File: src/rtl/regbank_pkg.sv
// Shared constants and types for the handshake register bank.
package regbank_pkg;

   localparam int unsigned DEF_DATA_W = 16;
   localparam int unsigned DEF_NREGS  = 4;

   localparam logic [DEF_NREGS*DEF_DATA_W-1:0] DEF_INIT_VEC =
      {16'h0000, 16'h300C, 16'h200B, 16'h100A};

   typedef enum logic {
      EMPTY = 1'b0,
      FULL  = 1'b1
   } resp_state_t;

endpackage

File: src/rtl/regbank_rsp_slot.sv
// One-entry read-response slot: holds read data under back-pressure and
// derives the request-side ready from slot occupancy.
module regbank_rsp_slot
   import regbank_pkg::*;
#(
   parameter int unsigned DATA_W = DEF_DATA_W
) (
   input  logic              clk,
   input  logic              rst,
   input  logic              load,
   input  logic [DATA_W-1:0] load_data,
   input  logic              rsp_ready,
   output logic [DATA_W-1:0] data_in1x1,
   output logic              rsp_valid,
   output logic              req_ready
);

   resp_state_t       state;
   resp_state_t       state_nxt;
   logic [DATA_W-1:0] data_q;

   always_ff @(posedge clk) begin
      if (rst) begin
         state <= EMPTY;
      end else begin
         state <= state_nxt;
      end
   end

   // load only fires when ready, so a FULL slot loading is always a handoff
   always_comb begin
      state_nxt = state;
      case (state)
         EMPTY: if (load) state_nxt = FULL;
         FULL:  if (rsp_ready && !load) state_nxt = EMPTY;
         default: state_nxt = EMPTY;
      endcase
   end

   // data keeps its last value after a consume; only a reset clears it
   always_ff @(posedge clk) begin
      if (rst) begin
         data_q <= '0;
      end else if (load) begin
         data_q <= load_data;
      end
   end

   assign data_in1x1 = data_q;
   assign rsp_valid  = (state == FULL);
   assign req_ready  = !rst && ((state == EMPTY) || rsp_ready);

endmodule

File: src/rtl/regbank_hs.sv
// Parametrised register bank with valid/ready request and read-response
// channels, per-register reset values and write protection.
module regbank_hs
   import regbank_pkg::*;
#(
   parameter int unsigned                DATA_W   = DEF_DATA_W,
   parameter int unsigned                NREGS    = DEF_NREGS,
   parameter int unsigned                ADDR_W   = $clog2(NREGS),
   parameter logic [NREGS*DATA_W-1:0]    INIT_VEC = DEF_INIT_VEC,
   parameter logic [NREGS-1:0]           RO_MASK  = '0
) (
   input  logic              clk,
   input  logic              rst,
   input  logic              req_valid,
   output logic              req_ready,
   input  logic              read_write,
   input  logic [ADDR_W-1:0] sr1,
   input  logic [ADDR_W-1:0] dr1,
   input  logic [DATA_W-1:0] wr_data,
   output logic [DATA_W-1:0] data_in1x1,
   output logic              rsp_valid,
   input  logic              rsp_ready,
   output logic              wr_err
);

   logic [DATA_W-1:0] regs [NREGS];
   logic [DATA_W-1:0] rd_data;
   logic              wr_ok;
   logic              rd_fire;
   logic              wr_fire;

   assign rd_fire = req_valid && req_ready && read_write;
   assign wr_fire = req_valid && req_ready && !read_write;

   // Decoders: unmatched (out-of-range) addresses read 0 and reject writes
   always_comb begin
      rd_data = '0;
      wr_ok   = 1'b0;
      for (int unsigned i = 0; i < NREGS; i++) begin
         if (sr1 == ADDR_W'(i)) rd_data = regs[i];
         if ((dr1 == ADDR_W'(i)) && !RO_MASK[i]) wr_ok = 1'b1;
      end
   end

   always_ff @(posedge clk) begin
      if (rst) begin
         for (int unsigned i = 0; i < NREGS; i++) begin
            regs[i] <= INIT_VEC[i*DATA_W +: DATA_W];
         end
         wr_err <= 1'b0;
      end else begin
         for (int unsigned i = 0; i < NREGS; i++) begin
            if (wr_fire && wr_ok && (dr1 == ADDR_W'(i))) regs[i] <= wr_data;
         end
         wr_err <= wr_fire && !wr_ok;
      end
   end

   regbank_rsp_slot #(
      .DATA_W (DATA_W)
   ) u_rsp_slot (
      .clk        (clk),
      .rst        (rst),
      .load       (rd_fire),
      .load_data  (rd_data),
      .rsp_ready  (rsp_ready),
      .data_in1x1 (data_in1x1),
      .rsp_valid  (rsp_valid),
      .req_ready  (req_ready)
   );

endmodule

File: config.mk
export PLATFORM = sky130hd
export DESIGN_NAME = regbank_hs
export DESIGN_NICKNAME = d
export VERILOG_FILES = /design/src/rtl/regbank_pkg.sv /design/src/rtl/regbank_rsp_slot.sv /design/src/rtl/regbank_hs.sv
export SDC_FILE = /design/constraint.sdc
export NUM_CORES = 1
export LEC_CHECK = 0
export BUFFER_PORTS_ARGS = -buffer_cell sky130_fd_sc_hd__buf_2
export CORE_ASPECT_RATIO = 1.4
export CORE_UTILIZATION = 57
export DETAILED_ROUTE_END_ITERATION = 6
export PLACE_DENSITY = 0.75
export SYNTH_ARGS = -nofsm -noshare
export SYNTH_HDL_FRONTEND = slang
export SYNTH_SLANG_ARGS = --single-unit
export TNS_END_PERCENT = 5
File: constraint.sdc
create_clock -name clk -period 3.4 [get_ports clk]
set_input_delay 0.34 -clock clk [delete_from_list [all_inputs] [get_ports clk]]
set_output_delay 0.34 -clock clk [all_outputs]
set_load 0.005 [all_outputs]
* After elaboration in Yosys (flattened, before gate mapping)
Memories as Yosys holds them, arrays and structs flattened.
Cells that the tools add are included.
** Word-level totals
- Output and inout bits :: 19
- Flip-flop bits (word level) :: 18
- Logic and storage cells :: 62
- Memories :: 1
- Bits of input ports :: 25
- RAM bits :: 64
** Operators by class
- Eq/ne operators :: 6
- Bitwise gates (word level) :: 5
- Reduce and logical (&&, ||, !) cells :: 18
- Multiplexer cells :: 29
** Memories
- regs :: words 4, width 16, read ports 4, clocked after Yosys merged registers in 0, wr ports 4, line regbank_hs.sv:26 : logic [DATA_W-1:0] regs [NREGS];
** Operators by type and width (number)
- 2-to-1 mux 16 bit :: 8
- 2-to-1 mux 1 bit :: 20
- logical AND 1 bit :: 11
- equality test 2 bit, second input constant :: 4
- equality test 2 x 1 -> 1 bit, second input constant :: 2
- logical NOT 1 bit :: 4
- logical NOT 2 bit :: 2
- OR 1 bit :: 4
- one-hot mux 1 bit (2 select lines) :: 1
- logical OR 1 bit :: 1
- NOT 1 bit :: 1

* Logic depth before layout (Yosys ltp)
Gate-level depths: netlist (run 1).
- Word-level depth :: 11
- Mapped depth :: 5

* Modules after synthesis
A second synthesis (run 1) with hierarchy kept.
** Second synthesis, totals
- Cell total of the unflattened synthesis :: 233
- Area total of the unflattened synthesis :: 3558.4 um^2
** By module, submodules not included
- regbank_hs :: instances 1, area an instance 2935.3 um^2, cells each 176, sequential area each 1941.9 um^2
- regbank_rsp_slot :: instances 1, area an instance 623.1 um^2, cells each 57, sequential area each 340.3 um^2

* Least setup slack after synthesis (run 1)
OpenSTA, ideal clock, no wires.
- Path kind :: input to register
- Start :: input port rst
- End :: memory regs[0][0] (netlist bit) (enable)
- Buffers on the path :: 2
- Data required time :: 2989 ps
- Stages on the path :: 4
- Setup slack :: 690 ps
- Arrival time :: 2299 ps
- Library setup time :: 411 ps
- Cells stage by stage :: buf_6 or4_1 buf_2 o21ai_0
** RTL lines
- start: declaration :: line regbank_hs.sv:13 : input logic rst,
- end: declaration :: line regbank_hs.sv:26

==> out/metrics.yaml, run 1 <==
clock_network:
  max_h_tree_level: 3
  holdBufCountCts: 0
  cts_root_buffer: "sky130_fd_sc_hd__clkbuf_8"
  total_clock_buffers_created_by_cts: 9
  post_cts_sizing: 0
  clk_pin_slew_worst_paths_ps: 80
  clock-sinks: 82
  clock_latency_ps: 350
  clock_tree_from_tritoncts: "done"
  clock_path_buffers: 2
  post-cts-setup-buffers: 0
worst_setup_path:
  critPathKind: "reg -> reg"
  startpoint_class_of_the_critical_path: "flip-flop"
  worstRegToRegCells: 5
  critical_path_peak_fanout: 27
  critical_path_at_ps: 2210
  required_time_at_the_worst_slack_endpoint_ps: 3450
  cp-end-kind: "flip-flop"
final_layout:
  nFillCells: 435
  drive_gt1_share_pct: 30.5
  number_of_nets_in_the_layout: 302
  syn_to_final_growth_pct: 11.7
  antenna-diode-count: 0
  finish.cell_count_without_fillers: 352
sta:
  fmax_ghz: 0.463
  timing.slew.headroom_pct: 28.6
  tightestPinTransition_ps: 1070
  hold_viol_final: 0
  finalSetupTns_ps: 0
  hold_ws_ps: 259
  grt_setup_unrepaired: "false"
  finClkSkew_ps: 5.86
  report.final.setup_viol: 0
  slew_viol_final: 0
  finalWorstPathRequiredPeriod_ps: 2160
  layout_worst_path_cycle_share_pct: 63.5
outcome:
  status: "finished clean"
logic_synthesis:
  avgSynthCellArea_um2: 14.6
  synth_area_mm2: 0.00344
  syn-instance-count: 236
  ys_async_sr_fraction_pct: 0
  count_of_synthesis_stage_warnings_from_yosys: 0
  synth-edff-count: 64
  yosys_reg_bits: 82
  synthesis.nets: 261
  seq_area_frac_synth_pct: 66.3
  primary_flip_flop_cell_chosen_by_synthesis_mapping: "sky130_fd_sc_hd__edfxtp_1"
  netlist-cell-type-count: 26
routing:
  vias: 2040
  detail_route.wirelength_mm: 6.19
  route.detailed.vias_per_inst: 5.80
  detailedRoute.firstPassIterationCount: 4
  first_iter_violations: 116
  top_signal_layer_used: "met4"
  detail_route.wl_per_cell_um: 17.6
  dr_wl_met2_mm: 2.85
  met3_wl_um: 374
  ant_nets: 0
  drc: 0
  wl_met1_mm: 2.83
die:
  die_area_mm2: 0.00636
  die_height_um: 94.0
  io-pin-count: 44
  floorplan.core_area_mm2: 0.00586
  die_width_um: 67.7
  start_util_pct: 58.7
  placementRows: 33
power:
  power.combinational.fraction_pct: 8.2
  cellPowerDensity_mw_per_mm2: 511
  clockPowerShare_pct: 32.9
  netSwitchingFraction_pct: 22.8
  p_seq_share_pct: 59.0
  power_leakage_nw: 1.41
  power.internal_mw: 1.52
  ir_drop_uv: 272
  power_switching_uw: 448
global_route:
  antenna_found_initial: 0
  grt_usage_pct: 22.8
  number_of_global_route_vias_before_repair: 1968
  grt_first_pass_wirelength_mm: 10.1
  overflow: 0
  grt_start_max_net_pins: 37
place:
  globalplace.congestion: 0.774
  placedCellCount: 336
  detailed_place_hpwl_mm: 4.35
  port_buffer_count: 43
run:
  drv.max_cap_violation_count: 0
hold_path:
  hold_class: "in -> reg"
  whs_path_depth: 2
==> synth_stat cells, types with 2 or more instances <==
master | number | share of area [%]
sky130_fd_sc_hd__edfxtp_1 | 64 | 56
sky130_fd_sc_hd__nor3_1 | 51 | 7.4
sky130_fd_sc_hd__dfxtp_1 | 18 | 10
sky130_fd_sc_hd__inv_1 | 18 | 2.0
sky130_fd_sc_hd__mux4_2 | 16 | 10
sky130_fd_sc_hd__a22o_1 | 15 | 3.8
sky130_fd_sc_hd__nand3_1 | 8 | 1.2
sky130_fd_sc_hd__buf_6 | 7 | 2.3
sky130_fd_sc_hd__buf_2 | 5 | 0.73
sky130_fd_sc_hd__clkbuf_1 | 5 | 0.54
sky130_fd_sc_hd__or3_1 | 4 | 0.73
sky130_fd_sc_hd__a21oi_1 | 3 | 0.44
sky130_fd_sc_hd__buf_1 | 3 | 0.33
sky130_fd_sc_hd__nor3_2 | 3 | 0.87
sky130_fd_sc_hd__o21ai_0 | 3 | 0.44
sky130_fd_sc_hd__nand2b_1 | 2 | 0.36
sky130_fd_sc_hd__o21ai_1 | 2 | 0.29
==> power by group through the flow <==
stage | clock [mW] | combinational, mW | sequential [mW]
6_report | 0.646 | 0.160 | 1.16
5_1_grt | 0.691 | 0.179 | 1.16
4_1_cts | 0.653 | 0.162 | 1.16
3_5_place_dp | 0 | 0.161 | 1.18
3_3_place_gp | 0 | 0.159 | 1.18
2_1_floorplan | 0 | 0.111 | 1.17
==> path summary, 6_finish.rpt <==
check | startpoint | endpoint | slack [ps]
setup / recovery | u_rsp_slot.rsp_valid | regs[0][12] | 1240
hold / removal | rst | u_rsp_slot.data_in1x1[14] | 260
setup reg to reg | u_rsp_slot.rsp_valid | regs[0][12] | 1240
hold reg to reg | u_rsp_slot.data_in1x1[2] | u_rsp_slot.data_in1x1[2] | 470
==> registers in the layout (all words and copies together) (netlist names) <==
name and count:
u_rsp_slot.data_in1x1 16, u_rsp_slot.rsp_valid 1, regs 64, wr_err 1
==> logic make-up (layout without fill, tap and decap cells) <==
family / after synthesis / in the layout / share of synthesized area [%]
muxes: 16 / 16 / 10.5
buffers and inverters: 39 / 85 / 6.07
and+or+nand+nor: 75 / 75 / 12.1
DFF: 82 / 82 / 66.3
AOI/OAI and AO/OA: 23 / 23 / 4.98
other: 1 / 1 / 0.109
==> through the flow <==
step	setup slack, ps	util, %	instance area (µm²)	power, mW
finish	1240	65.6	3850	1.96
global route	1130	65.6	3850	2.03
CTS	1250	65.6	3850	1.97
detailed placement	1150	62.5	3670	1.34
global placement	1220	62.5	3670	1.34
floorplan	690	-	3440	1.29
==> area by class of cell <==
type / count / area, µm² / area share, %
Sequential cell: 82 / 2280 / 59.3
Multi-Input combinational cell: 115 / 953 / 24.8
Timing Repair Buffer: 51 / 275 / 7.15
Clock buffer: 12 / 156 / 4.07
Tap cell: 70 / 87.6 / 2.28
Inverter: 18 / 67.6 / 1.76
Clock inverter: 4 / 25.0 / 0.650
==> cell usage in the layout, fill, tap and decap left out, drive strengths merged <==
master,Yosys,routed
nor3,54,54
clkinv,0,2
dfxtp,18,18
mux4,16,16
a22o,15,15
nand2b,2,2
nor2,1,1
buf,16,51
or3,4,4
o21ai,5,5
nand3,8,8
clkinvlp,0,2
conb,1,1
nand2,1,1
or4,1,1
a21oi,3,3
nor2b,1,1
or4b,1,1
clkbuf,5,12
and2,1,1
inv,18,18
edfxtp,64,64
nor4,1,1
==> worst max-delay path: stages (launching register included) <==
cell and delay, ps:
sky130_fd_sc_hd__dfxtp_1 330, sky130_fd_sc_hd__nor2b_4 140, sky130_fd_sc_hd__or4_1 470, sky130_fd_sc_hd__buf_4 250
sky130_fd_sc_hd__o21ai_1 370, sky130_fd_sc_hd__buf_4 290
==> layer usage <==
| layer | global-route usage, % | up-vias |
|---|---|---|
| li1 | - | 980 |
| met1 | 34.7 | 976 |
| met2 | 31.3 | 73 |
| met3 | 3.52 | 11 |
| met4 | 11.7 | 0 |
| met5 | 0 | - |
No activity file was read; power rests on OpenSTA's default activity.
==> inputs of run 2 (changes only) <==
Settings changed: CORE_UTILIZATION 57 to 51, PLACE_DENSITY 0.75 to 0.7.
Clock period 3.4 ns to 1.9 ns, I/O delays scaled along.
==> run 2 against run 1 <==
Setup slack worse by 1100 ps. Die area increased by 11%. Design area increased by 3.7%. Clock skew increased by 4.9 ps. Register-to-register slack lost 1100 ps. Total power rose by 83%. Highest routed layer unchanged.
==> out/metrics.yaml, run 2 (synthesized netlist as in run 1, its figures left out) <==
global_route:
  grt_start_max_net_pins: 36  # was 37
  overflow: 0  # unchanged
  number_of_global_route_vias_before_repair: 2001  # was 1968
  grt_usage_pct: 20.6  # was 22.8%
  grt_first_pass_wirelength_mm: 10.7  # was 10.1 mm
  antenna_found_initial: 0  # unchanged
routing:
  vias: 2073  # was 2040
  ant_nets: 0  # unchanged
  detail_route.wl_per_cell_um: 17.8  # was 17.6 µm
  drc: 0  # unchanged
  first_iter_violations: 137  # was 116
  detail_route.wirelength_mm: 6.46  # was 6.19 mm
  detailedRoute.firstPassIterationCount: 4  # unchanged
  route.detailed.vias_per_inst: 5.71  # was 5.80
final_layout:
  drive_gt1_share_pct: 33.6  # was 30.5%
  share_of_the_core_filled_with_cells_pct: 60.8  # was 65.6%
  number_of_nets_in_the_layout: 309  # was 302
  largest_register_ff_count: 64  # unchanged
  final_common_cell: "sky130_fd_sc_hd__edfxtp_1"  # unchanged
  syn_to_final_growth_pct: 15.9  # was 11.7%
  nFillCells: 507  # was 435
  layout_common_cells: "64 x sky130_fd_sc_hd__edfxtp_1, 51 x sky130_fd_sc_hd__nor3_1, 43 x sky130_fd_sc_hd__buf_2"  # unchanged
  largest_register: "regs"  # unchanged
  finish.cell_count_without_fillers: 363  # was 352
  antenna-diode-count: 0  # unchanged
die:
  die_area_mm2: 0.00709  # was 0.00636 mm²
  floorplan.core_area_mm2: 0.00657  # was 0.00586 mm²
  start_util_pct: 52.4  # was 58.7%
  die_height_um: 99.2  # was 94.0 µm
  die_width_um: 71.5  # was 67.7 µm
  io-pin-count: 44  # unchanged
  placementRows: 35  # was 33
worst_setup_path:
  worst_r2r_startpoint: "u_rsp_slot.rsp_valid"  # unchanged
  critPathKind: "reg -> reg"  # unchanged
  critical_path_at_ps: 1860  # was 2210 ps
  cp-end-kind: "flip-flop"  # unchanged
  worst-r2r-setup-slack_ps: 100  # was 1240 ps
  required_time_at_the_worst_slack_endpoint_ps: 1970  # was 3450 ps
  worstReg2RegEnd: "regs[0][0]"  # was regs[0][12]
  worstRegToRegCells: 4  # was 5
  critical_path_peak_fanout: 6  # was 27
  startpoint_class_of_the_critical_path: "flip-flop"  # unchanged
hold_path:
  startpoint_of_the_tightest_hold_check_path: "rst"  # unchanged
  timing.hold.worst_endpoint: "u_rsp_slot.data_in1x1[14]"  # unchanged
  hold_class: "in -> reg"  # unchanged
  whs_path_depth: 2  # unchanged
sta:
  fmax_ghz: 0.556  # was 0.463 GHz
  timing.slew.headroom_pct: 64.0  # was 28.6%
  hold_viol_final: 0  # unchanged
  finalWorstPathRequiredPeriod_ps: 1800  # was 2160 ps
  tightestPinTransition_ps: 540  # was 1070 ps
  grt_setup_unrepaired: "false"  # unchanged
  slew_viol_final: 0  # unchanged
  layout_worst_path_cycle_share_pct: 94.7  # was 63.5%
  report.final.setup_viol: 0  # unchanged
  finClkSkew_ps: 10.7  # was 5.86 ps
place:
  detailed_place_hpwl_mm: 4.61  # was 4.35 mm
  placedCellCount: 347  # was 336
  globalplace.congestion: 0.795  # was 0.774
  port_buffer_count: 43  # unchanged
clock_network:
  clock_latency_ps: 350  # about the same
  clk_pin_slew_worst_paths_ps: 70  # was 80 ps
  post-cts-setup-buffers: 0  # unchanged
  max_h_tree_level: 3  # unchanged
  holdBufCountCts: 0  # unchanged
  total_clock_buffers_created_by_cts: 9  # unchanged
  clock-sinks: 82  # unchanged
  clock_path_buffers: 2  # unchanged
  post_cts_sizing: 0  # unchanged
  cts_root_buffer: "sky130_fd_sc_hd__clkbuf_8"  # unchanged
  clock_tree_from_tritoncts: "done"  # unchanged
power:
  power_leakage_nw: 1.47  # was 1.41 nW
  ir_drop_uv: 489  # was 272 µV
  cellPowerDensity_mw_per_mm2: 901  # was 511 mW/mm²
outcome:
  status: "finished clean"  # unchanged
run:
  drv.max_cap_violation_count: 0  # unchanged
[run 2: cell types whose count changed in the layout (fill, tap and decap cells not counted), sizes merged]
cell      change
clkbuf        -1
clkinv        +1
bufinv        +1
buf           +7
clkinvlp      -1
[run 2: where the power goes]
part           switching [mW]  leakage, nW  internal, mW
registers              0.0395        0.754          2.04
logic                   0.169        0.625         0.151
clock network           0.595       0.0933         0.606
[run 2: worst max-delay path, cell delays in order (launching register included)]
cell,delay (ps)
sky130_fd_sc_hd__dfxtp_1,320
sky130_fd_sc_hd__nor2b_4,140
sky130_fd_sc_hd__or4_1,610
sky130_fd_sc_hd__o21ai_2,260
sky130_fd_sc_hd__buf_4,190
[run 2: final cells by class]
cell class / count / area, µm² / share of cell area (%)
clock buffers: 11 / 131 / 3.29
repair buffers: 58 / 378 / 9.47
multi-input cells: 115 / 983 / 24.6
flip-flops and latches: 82 / 2280 / 57.2
well taps: 74 / 92.6 / 2.32
clock inverters: 5 / 56.3 / 1.41
inverters: 18 / 67.6 / 1.69
[run 2: how the worst max path moves through the flow]
stage / to / slack [ps] / startpoint
final: regs[0][0] / 100 / u_rsp_slot.rsp_valid
after global routing: regs[0][2] / 40 / u_rsp_slot.rsp_valid
after global placement: regs[0][0] / 150 / u_rsp_slot.rsp_valid
after detailed placement: regs[0][14] / 110 / u_rsp_slot.rsp_valid
after floorplan: regs[2][0] / -40 / u_rsp_slot.rsp_valid
after CTS: regs[0][0] / 100 / u_rsp_slot.rsp_valid
[run 2: metrics by stage]
step	setup WS [ps]	instance area (µm²)	setup TNS (ps)	power (mW)	hold WS (ps)
CTS	102	3990	0	3.63	90.9
floorplan	-40.2	3470	-1740	2.31	366
finish	101	3990	0	3.60	111
global placement	146	3800	0	2.43	453
global route	37.4	3990	0	3.73	112
detailed placement	113	3800	0	2.44	458
[run 2: layer usage]
| layer | part of all wire, % | track usage [%] |
|---|---|---|
| met3 | 7.7 | 5.17 |
| met2 | 47 | 29.1 |
| met1 | 43 | 30.8 |
| met4 | 1.8 | 8.60 |
| met5 | 0 | 0 |
==> inputs of run 3 (changes only) <==
Settings changed: PLACE_DENSITY 0.7 to 0.79.
==> run 3 against run 2 <==
The run now ends with design-rule violations left. Setup slack better by 28 ps. Count of clock-buffer cells in the layout unchanged. Critical path depth unchanged. Via count up 1.5%. Core utilization up 0.057 points. Final cell count up 0.28%. Critical path type unchanged. Critical endpoint is now regs[0][7].
==> out/metrics.yaml, run 3 (synthesized netlist as in run 1, its figures left out) <==
hold_path:
  hold_class: "in -> reg"  # unchanged
  whs_path_depth: 2  # unchanged
final_layout:
  antenna-diode-count: 0  # unchanged
  final_common_cell: "sky130_fd_sc_hd__edfxtp_1"  # unchanged
  syn_to_final_growth_pct: 16.0  # was 15.9%
  drive_gt1_share_pct: 34.1  # was 33.6%
  layout_common_cells: "64 x sky130_fd_sc_hd__edfxtp_1, 51 x sky130_fd_sc_hd__nor3_1, 43 x sky130_fd_sc_hd__buf_2"  # unchanged
  nFillCells: 495  # was 507
  finish.cell_count_without_fillers: 364  # was 363
  largest_register: "regs"  # unchanged
  largest_register_ff_count: 64  # unchanged
  number_of_nets_in_the_layout: 310  # was 309
  share_of_the_core_filled_with_cells_pct: 60.8  # about the same
routing:
  route.detailed.vias_per_inst: 5.78  # was 5.71
  detail_route.wl_per_cell_um: 18.8  # was 17.8 µm
  ant_nets: 0  # unchanged
  detail_route.wirelength_mm: 6.84  # was 6.46 mm
  first_iter_violations: 154  # was 137
  vias: 2105  # was 2073
  drc: 2  # was 0
  detailedRoute.firstPassIterationCount: 6  # was 4
clock_network:
  clock_tree_from_tritoncts: "done"  # unchanged
  clock_latency_ps: 350  # about the same
  max_h_tree_level: 3  # unchanged
  post_cts_sizing: 0  # unchanged
  cts_root_buffer: "sky130_fd_sc_hd__clkbuf_8"  # unchanged
  clock_path_buffers: 2  # unchanged
  clk_pin_slew_worst_paths_ps: 80  # was 70 ps
  clock-sinks: 82  # unchanged
  holdBufCountCts: 0  # unchanged
  post-cts-setup-buffers: 0  # unchanged
  total_clock_buffers_created_by_cts: 9  # unchanged
place:
  port_buffer_count: 43  # unchanged
  globalplace.congestion: 0.853  # was 0.795
  placedCellCount: 348  # was 347
  placement.setup.worst_slack_ps: 149  # was 113 ps
  detailed_place_hpwl_mm: 5.14  # was 4.61 mm
die:
  placementRows: 35  # unchanged
  io-pin-count: 44  # unchanged
  die_area_mm2: 0.00709  # unchanged
  start_util_pct: 52.4  # unchanged
  die_width_um: 71.5  # unchanged
  die_height_um: 99.2  # unchanged
  floorplan.core_area_mm2: 0.00657  # unchanged
sta:
  finClkSkew_ps: 6.07  # was 10.7 ps
  layout_worst_path_cycle_share_pct: 93.2  # was 94.7%
  fmax_ghz: 0.565  # was 0.556 GHz
  hold_viol_final: 0  # unchanged
  slew_viol_final: 0  # unchanged
  hold_ws_ps: 118  # was 111 ps
  grt_setup_unrepaired: "false"  # unchanged
  finalWorstPathRequiredPeriod_ps: 1770  # was 1800 ps
  report.final.setup_viol: 0  # unchanged
  postLayoutSetupSlackWorst_ps: 129  # was 101 ps
power:
  netSwitchingFraction_pct: 22.9  # was 22.4%
  power.combinational.fraction_pct: 9.3  # was 8.9%
  ir_drop_uv: 385  # was 489 µV
  power_switching_uw: 802  # was 804 µW
  clockPowerShare_pct: 31.2  # was 33.4%
  cellPowerDensity_mw_per_mm2: 875  # was 901 mW/mm²
  power_leakage_nw: 1.47  # about the same
  p_seq_share_pct: 59.5  # was 57.7%
  power.internal_mw: 2.69  # was 2.79 mW
global_route:
  number_of_global_route_vias_before_repair: 2097  # was 2001
  global_route.peak_usage_layer: "met2"  # was met1
  grt_start_max_net_pins: 36  # unchanged
  grt_first_pass_wirelength_mm: 11.3  # was 10.7 mm
  grt_usage_pct: 21.9  # was 20.6%
  globalRouteMet3Util_pct: 4.76  # was 5.17%
  overflow: 0  # unchanged
  antenna_found_initial: 0  # unchanged
  globalRouteMet1Util_pct: 29.5  # was 30.8%
  groute.layer.met2.usage_pct: 33.7  # was 29.1%
outcome:
  status: "finished with violations"  # was finished clean
  violated_checks: "design-rule violations"
worst_setup_path:
  critical_path_peak_fanout: 16  # was 6
  worstRegToRegCells: 4  # unchanged
  critPathKind: "reg -> reg"  # unchanged
  cp-end-kind: "flip-flop"  # unchanged
  critical_path_at_ps: 1830  # was 1860 ps
  startpoint_class_of_the_critical_path: "flip-flop"  # unchanged
  required_time_at_the_worst_slack_endpoint_ps: 1960  # was 1970 ps
run:
  drv.max_cap_violation_count: 0  # unchanged
## run 3: worst paths after layout
kind / startpoint / endpoint / slack [ps]
setup / recovery: u_rsp_slot.rsp_valid / regs[0][7] / 130
hold / removal: rst / u_rsp_slot.rsp_valid / 120
setup reg to reg: u_rsp_slot.rsp_valid / regs[0][7] / 130
hold reg to reg: u_rsp_slot.data_in1x1[5] / u_rsp_slot.data_in1x1[5] / 480
## run 3: power by group through the flow
stage               Sequential, mW  Clock [mW]  Combinational, mW
floorplan                     2.10           0              0.206
CTS                           2.08        1.12              0.327
global route                  2.09        1.18              0.353
detailed placement            2.12           0              0.325
finish                        2.08        1.09              0.324
global placement              2.11           0              0.314
## run 3: per-stage QoR
stage	power [mW]	cell area (µm²)	TNS (ps)
4_1_cts	3.53	4000	0
3_3_place_gp	2.42	3820	0
3_5_place_dp	2.45	3820	0
6_report	3.50	4000	0
2_1_floorplan	2.31	3470	-1740
5_1_grt	3.62	4000	0
## run 3: worst max-delay path, cell delays in order, from the launching register on
cell,delay (ps)
sky130_fd_sc_hd__dfxtp_1,330
sky130_fd_sc_hd__nor2b_4,140
sky130_fd_sc_hd__or4_1,610
sky130_fd_sc_hd__o21ai_2,230
sky130_fd_sc_hd__buf_12,180
## run 3: final cells by class
cell class / count / area [µm²] / area share, %
inverter: 18 / 67.6 / 1.69
tap: 74 / 92.6 / 2.32
multi-input combinational: 115 / 983 / 24.6
timing repair buffer: 59 / 398 / 9.96
clock buffer: 11 / 141 / 3.54
clock inverter: 5 / 30.0 / 0.752
sequential: 82 / 2280 / 57.1
## run 3: metal layers
layer | vias to the layer above | share of wire (%)
met5 | - | 0
met4 | 0 | 1.8
met3 | 10 | 6.4
met2 | 80 | 49
met1 | 1016 | 42
li1 | 999 | -
